File: src/rtl/pws_pkg.sv
// pws_pkg: shared state encoding and default pulse timing limits
package pws_pkg;
  typedef enum logic [1:0] {IDLE, HIGH, GAP} state_t;
  localparam int DEF_MIN_HIGH = 2;
  localparam int DEF_MAX_HIGH = 6;
  localparam int DEF_MIN_LOW = 1;
endpackage

File: src/rtl/pws_len_clamp.sv
// pws_len_clamp: clamps a requested pulse length into [MIN_HIGH, MAX_HIGH]
module pws_len_clamp
  import pws_pkg::*;
#(
  parameter int MIN_HIGH = DEF_MIN_HIGH,
  parameter int MAX_HIGH = DEF_MAX_HIGH,
  parameter int LEN_W = 4
) (
  input  logic [LEN_W-1:0] len,
  output logic [LEN_W-1:0] target,
  output logic             oor
);
  logic lo, hi;
  always_comb begin
    lo = len < LEN_W'(MIN_HIGH);
    hi = len > LEN_W'(MAX_HIGH);
    oor = lo | hi;
    target = lo ? LEN_W'(MIN_HIGH) : hi ? LEN_W'(MAX_HIGH) : len;
  end
endmodule

File: src/rtl/pulse_width_scheduler.sv
// pulse_width_scheduler: sequences a strobe whose high and low runs stay within fixed bounds
module pulse_width_scheduler
  import pws_pkg::*;
#(
  parameter int MIN_HIGH = DEF_MIN_HIGH,
  parameter int MAX_HIGH = DEF_MAX_HIGH,
  parameter int MIN_LOW = DEF_MIN_LOW,
  parameter int LEN_W = 4,
  parameter int CNT_W = 16
) (
  input  logic             clk,
  input  logic             rst,
  input  logic             req_valid,
  output logic             req_ready,
  input  logic [LEN_W-1:0] req_len,
  input  logic             abort,
  output logic             sig,
  output logic             busy,
  output logic             done,
  output logic             clamp_err,
  output logic [CNT_W-1:0] pulse_cnt
);
  localparam int GW = $clog2(MIN_LOW + 1);
  if (MIN_HIGH < 1 || MAX_HIGH < MIN_HIGH || MIN_LOW < 1 || (2 ** LEN_W) <= MAX_HIGH) begin : g_bad_params
    $error("pulse_width_scheduler: illegal timing parameters");
  end
  state_t state, state_n;
  logic [LEN_W-1:0] hcnt, target, tgt_c, hi_run;
  logic [GW-1:0] gcnt, lo_run;
  logic abort_l, oor, accept, hi_end, gap_last;
  pws_len_clamp #(.MIN_HIGH(MIN_HIGH), .MAX_HIGH(MAX_HIGH), .LEN_W(LEN_W)) u_clamp (
    .len(req_len),
    .target(tgt_c),
    .oor(oor)
  );
  always_comb begin
    gap_last = state == GAP && gcnt == GW'(MIN_LOW);
    req_ready = state == IDLE || gap_last;
    accept = req_valid && req_ready;
    hi_end = state == HIGH && (hcnt == target || ((abort || abort_l) && hcnt >= LEN_W'(MIN_HIGH)));
    state_n = accept ? HIGH : hi_end ? GAP : req_ready ? IDLE : state;
  end
  always_ff @(posedge clk) begin
    if (rst) begin
      state <= IDLE;
      sig <= 1'b0;
      busy <= 1'b0;
      done <= 1'b0;
      clamp_err <= 1'b0;
      pulse_cnt <= '0;
      abort_l <= 1'b0;
      hcnt <= '0;
      gcnt <= '0;
      target <= '0;
    end else begin
      state <= state_n;
      sig <= state_n == HIGH;
      busy <= state_n != IDLE;
      done <= hi_end;
      clamp_err <= accept && oor;
      pulse_cnt <= pulse_cnt + CNT_W'(hi_end);
      abort_l <= state == HIGH && !hi_end && (abort_l || abort);
      hcnt <= accept ? LEN_W'(1) : hcnt + LEN_W'(state == HIGH);
      gcnt <= hi_end ? GW'(1) : (state == GAP && !gap_last) ? gcnt + GW'(1) : gcnt;
      if (accept) target <= tgt_c;
    end
  end
  always_ff @(posedge clk) begin
    if (rst) begin
      hi_run <= '0;
      lo_run <= GW'(MIN_LOW);
    end else begin
      hi_run <= sig ? hi_run + LEN_W'(1) : '0;
      lo_run <= sig ? '0 : (lo_run == GW'(MIN_LOW)) ? lo_run : lo_run + GW'(1);
    end
  end
  a_high_max: assert property (@(posedge clk) disable iff (rst) sig |-> hi_run < LEN_W'(MAX_HIGH));
  a_high_min: assert property (@(posedge clk) disable iff (rst) $fell(sig) && !$past(rst) |-> hi_run >= LEN_W'(MIN_HIGH));
  a_low_min: assert property (@(posedge clk) disable iff (rst) $rose(sig) |-> lo_run == GW'(MIN_LOW));
endmodule

File: config.mk
export PLATFORM = sky130hd
export DESIGN_NAME = pulse_width_scheduler
export DESIGN_NICKNAME = d
export VERILOG_FILES = /design/src/rtl/pws_pkg.sv /design/src/rtl/pws_len_clamp.sv /design/src/rtl/pulse_width_scheduler.sv
export SDC_FILE = /design/constraint.sdc
export NUM_CORES = 1
export LEC_CHECK = 0
export CAP_MARGIN = 20
export CORE_ASPECT_RATIO = 0.5
export CORE_MARGIN = 10
export CORE_UTILIZATION = 52
export CTS_BUF_LIST = sky130_fd_sc_hd__clkbuf_8
export CTS_CLUSTER_DIAMETER = 120
export DETAILED_ROUTE_END_ITERATION = 8
export PLACE_DENSITY_LB_ADDON = 0.3
export SYNTH_ARGS = -nofsm -noshare
export SYNTH_HDL_FRONTEND = slang
export SYNTH_HIERARCHICAL = 1
export SYNTH_SLANG_ARGS = --single-unit
export TNS_END_PERCENT = 10
File: constraint.sdc
create_clock -name clk -period 2.75 [get_ports clk]
set_clock_uncertainty 0.05 [all_clocks]
set_input_delay 0.55 -clock clk [delete_from_list [all_inputs] [get_ports clk]]
set_output_delay 0.55 -clock clk [all_outputs]
set_load 0.005 [all_outputs]
==> After elaboration in Yosys (flattened, before gate mapping) <==
Cells that the tools add are included.
{ "totals": {"register_bits": 32, "inputBits": 8, "output_inout_bits": 21, "word_cells": 47} }
{ "classes": {"n_addsub": 3, "order_cmp": 3, "n_eq_ne": 4, "n_mux": 8, "bitwise": 1, "reduce_logical": 17} }
{ "ops": {"columns": ["op", "count"], "rows": [
  ["$add 16x1->16", 1],
  ["$logic_and 1x1->1", 8],
  ["$mux 4", 2],
  ["$mux 2", 3],
  ["$add 4x1->4", 1],
  ["$eq 2x1->1 const B", 2],
  ["$eq 4x4->1", 1],
  ["$ge 4x2->1 const B", 1],
  ["$gt 4x3->1 const B", 1],
  ["$lt 4x2->1 const B", 1],
  ["$reduce_bool 2->1", 2],
  ["$logic_or 1x1->1", 3],
  ["$mux 1", 3],
  ["$eq 2x2->1 const B", 1],
  ["$logic_not 1->1", 2],
  ["$logic_not 2->1", 1],
  ["$reduce_or 2->1", 1],
  ["$add 1x1->1 const B", 1],
  ["$or 1x1->1", 1]
]} }

==> Logic depth before layout (Yosys ltp) <==
{ "logic_depth": {"word_depth": 7, "depth_mapped": 9, "depth_no_buf": 9} }

==> Cells and area by module <==
The synthesis kept the hierarchy.
{ "by_module_without_submodules": {"columns": ["mod", "instances", "cells_each", "area_each_um2", "seq_area_each_um2"], "rows": [
  ["pulse_width_scheduler", 1, 140, 1300.0, 640.6],
  ["pws_len_clamp", 1, 10, 57.6, 0.0]
]} }

==> Least setup slack after synthesis <==
Ideal clock, no wire load.
{ "synth_timing": {"kind": "in2reg", "start": "in abort", "end": "reg pulse_cnt[14]", "setup_ns": 0.128, "t_arrival_ns": 1.975, "required_time_ns": 2.572, "path_slack_ns": 0.598, "cell_stages": 9, "path_buffers": 0, "cell_sequence": "o32a_1 -> a41oi_2 -> nor2_2 -> ha_1 -> ha_1 -> nand3_1 -> nor4_1 -> xnor2_1 -> nor2_1"} }
{ "synth_between": {"elab_chain_len": 5} }
{ "synth_rtl": {"columns": ["element", "line", "source"], "rows": [
  ["from (decl)", "pulse_width_scheduler.sv:16", "input logic abort,"],
  ["$logic_or 1x1->1", "pulse_width_scheduler.sv:40", "hi_end = state == HIGH && (hcnt == target || ((abort || abort_l) && hcnt >= LEN_W'(MIN_HIGH)));"],
  ["$logic_and 1x1->1", "pulse_width_scheduler.sv:40", null],
  ["$logic_or 1x1->1", "pulse_width_scheduler.sv:40", null],
  ["$logic_and 1x1->1", "pulse_width_scheduler.sv:40", null],
  ["named net hi_end", "pulse_width_scheduler.sv:30", "logic abort_l, oor, accept, hi_end, gap_last;"],
  ["$add 16x1->16", "pulse_width_scheduler.sv:61", "pulse_cnt <= pulse_cnt + CNT_W'(hi_end);"],
  ["to (signal assigned)", "pulse_width_scheduler.sv:61", null],
  ["to (decl)", "pulse_width_scheduler.sv:21", "output logic [CNT_W-1:0] pulse_cnt"]
]} }
The timed path passes the listed nets, and every way through them passes these cells.
A chain may end at the register's enable or synchronous reset.

==> Final worst setup path <==
{ "layout_timing": {"start": "in abort", "end": "reg pulse_cnt[12]"} }
The elaborated chain is that of the path after synthesis.

==> impl_metrics.yaml <==
outcome:
  status: "finished, final reports clean"
setup_path:
  cp-end-kind: "flop"
  cp.arrival_ps: 2650
  startpoint_type: "input port"
  cp_max_fo: 7
  worstPathRequired_ps: 2870
  cp_top_family: "simple AND/OR/NAND/NOR gates"
  slowest_stage: "clkdlybuf4s50_1"
  crit_type: "input port to flop"
  critical-path-max-stage-delay_ps: 480
  worst-path-buf-inv: 1
  crit_top_cell: "ha_1"
  path_cells: "clkdlybuf4s50_1 > o32a_1 > a41oi_2 > nor2_2 > ha_1 > ha_1 > nand3_1 > nor4_1 > xnor2_1 > nor2_1"
clocking:
  clock-sinks: 32
  clkTransAtPathRegs_ps: 60
  clk_latency_ps: 280
  cts_resized: 0
  cts_hold_buffers: 0
  htree_levels: 2
  clock_path_buffers: 2
  post-cts-setup-buffer-count: 0
  cts_tree: "yes"
  cts_root_buffer: "clkbuf_8"
  cts_made_buffers: 5
yosys:
  synth_top_family_by_area: "simple AND/OR/NAND/NOR gates"
  synth_fa_ha_area_frac: 0.0369
  synthCells: 150
  synth.distinct_cells: 31
  synth_area_um2: 1360
  synth_compound_area_frac: 0.0728
  synth_simple_gate_area_share: 0.221
  synth_warnings: 6
  syn_avg_cell_area_um2: 9.05
  synthXorXnorAreaFrac: 0.123
  yosys-mux-area-fraction: 0.0295
  ys_seq_elements: 32
  syn_nets: 162
  yosysSeqAreaShare: 0.472
run:
  drv_cap: 0
global_route:
  antenna_found_initial: 0
  overflow: 0
  grt_pass1_vias: 1124
  grt_max_degree: 17
  grt_pass1_wl_um: 4980
  grt_use_total: 0.118
layout:
  drive_gt1_frac: 0.0761
  postLayoutCellArea_um2: 1780
  n_fill_cell: 174
  diodes: 0
  areaGrowthSynthToFinish_pct: 31.4
  num-nets-final: 196
  instances_no_fill: 219
  fin_util: 0.762
power:
  p_seq_frac: 0.493
  combinationalPowerShare: 0.127
  p_int_uw: 776
  p_sw_uw: 239
  ir_drop_uv: 467
  power_density_nw_per_um2: 569
  leakage_uw: 0.000653
  clock_power_share: 0.381
  swShare: 0.236
sta:
  worstMarginPinSlew_ps: 567
  final.min_clock_period_ps: 2530
  final-hold-violation-count: 0
  fmax_mhz: 396
  maxSlewViolCount: 0
  setup-violations-final: 0
  finalCritPeriodShare: 0.919
  maxSlewHeadroom: 0.621
  grt_setup_unrepaired: "false"
floorplan:
  ios: 29
  core_area_um2: 2340
  start_util: 0.580
  dieWidth_um: 92.3
  dieArea_um2: 5180
  rows: 12
  die_y_um: 56.1
worst_hold_path:
  hold_class: "flop to flop"
routing:
  drt-vias-per-instance: 5.14
  drc: 0
  ant_nets: 0
  wl_per_cell_um: 13.8
  drt_iter0_drc: 38
  num_vias: 1125
  first_pass_iters: 4
  routed_wl_um: 3030
placed_design:
  place_area_um2: 1690
  io_buffers: 28
  routabilityCongestion: 0.772
  dpl.hpwl_um: 2210
  placed_cells: 212
==> path summary, 6_finish.rpt <==
path	slack (ps)	from	endpoint	depth (start not counted)
setup / recovery	220	abort	pulse_cnt[12]	10
hold / removal	450	gcnt	gcnt	1
setup reg to reg	450	hcnt[2]	pulse_cnt[12]	9
hold reg to reg	450	gcnt	gcnt	1
==> worst reg2reg max path: cells and delay by family (launching register included) <==
family                     cells  cell delay, ps
and+or+nand+nor                4             870
DFF                            1             430
adders and majority gates      2             360
xor gates and xnor gates       2             350
AOI/OAI and AO/OA              1             150
==> power by group through the flow <==
stage / sequential (uW) / combinational (uW) / clock [uW]
floorplan: 508 / 72.7 / 0
global placement: 508 / 124 / 0
detailed placement: 510 / 127 / 0
CTS: 500 / 130 / 393
global route: 502 / 143 / 416
finish: 500 / 129 / 386
==> sequential cells by signal (all words and copies together), names as in the netlist, 2 cells and up <==
register	count
hcnt	4
pulse_cnt	16
state	2
target	4
==> synthesized netlist by cell type (all sizes together) <==
cell    count  area [um2]
nor4        4        25.0
xor2        3        26.3
nand2       6        22.5
o32a        1        10.0
o31a        1        8.76
or2         1        6.26
and3        2        12.5
o2111a      1        11.3
nand3       9        45.0
nor3        8        40.0
buf         2        12.5
conb        1        3.75
mux2i       4        40.0
o211ai      1        7.51
a21oi       4        20.0
clkbuf      3        11.3
ha          4        50.1
nand4       2        12.5
dfxtp      32         641
inv         9        33.8
a211oi      1        7.51
a21o        1        7.51
nor2b       3        18.8
nor3b       2        15.0
xnor2      16         140
or3         1        6.26
o21ai       2        10.0
a41oi       1        16.3
nor2       25        96.4
==> metrics by stage <==
stage	setup TNS, ps	power [uW]	setup WS, ps	hold WS, ps
final	0	1020	222	452
after global routing	0	1060	99.9	481
after CTS	0	1020	209	463
after detailed placement	-93.7	637	-93.7	446
after global placement	0	632	61.6	423
after floorplan	0	580	598	403
==> routing by layer <==
layer  part of all wire  vias to the layer above  track usage
li1                   -                      568            -
met1               0.41                      528        0.117
met2               0.51                       29        0.206
met3              0.077                        0       0.0671
met4                  0                        0       0.0346
met5                  0                        -            0
==> kinds of logic after synthesis <==
family          Yosys count
fa+ha+maj                 4
compound gates           13
buf+inv                  14
other cells               1
xor+xnor                 19
simple gates             63
flops                    32
mux                       4
==> area by class of cell <==
type	count	area (um2)	area share
Timing Repair Buffer	32	310	0.174
Tap cell	35	43.8	0.0245
Multi-Input combinational cell	104	659	0.370
Inverter	9	33.8	0.0189
Clock buffer	7	96.3	0.0540
Sequential cell	32	641	0.359
==> layout by cell type (no fill, tap or decap), drive strengths merged <==
master	n
a211oi	1
a21o	1
a21oi	4
a41oi	1
and3	2
buf	4
clkbuf	7
clkdlybuf4s50	28
conb	1
dfxtp	32
ha	4
inv	9
mux2i	4
nand2	6
nand3	9
nand4	2
nor2	25
nor2b	3
nor3	8
nor3b	2
nor4	4
o2111a	1
o211ai	1
o21ai	2
o31a	1
o32a	1
or2	1
or3	1
xnor2	16
xor2	3
Note: power is estimated with default switching activity, not from simulation.
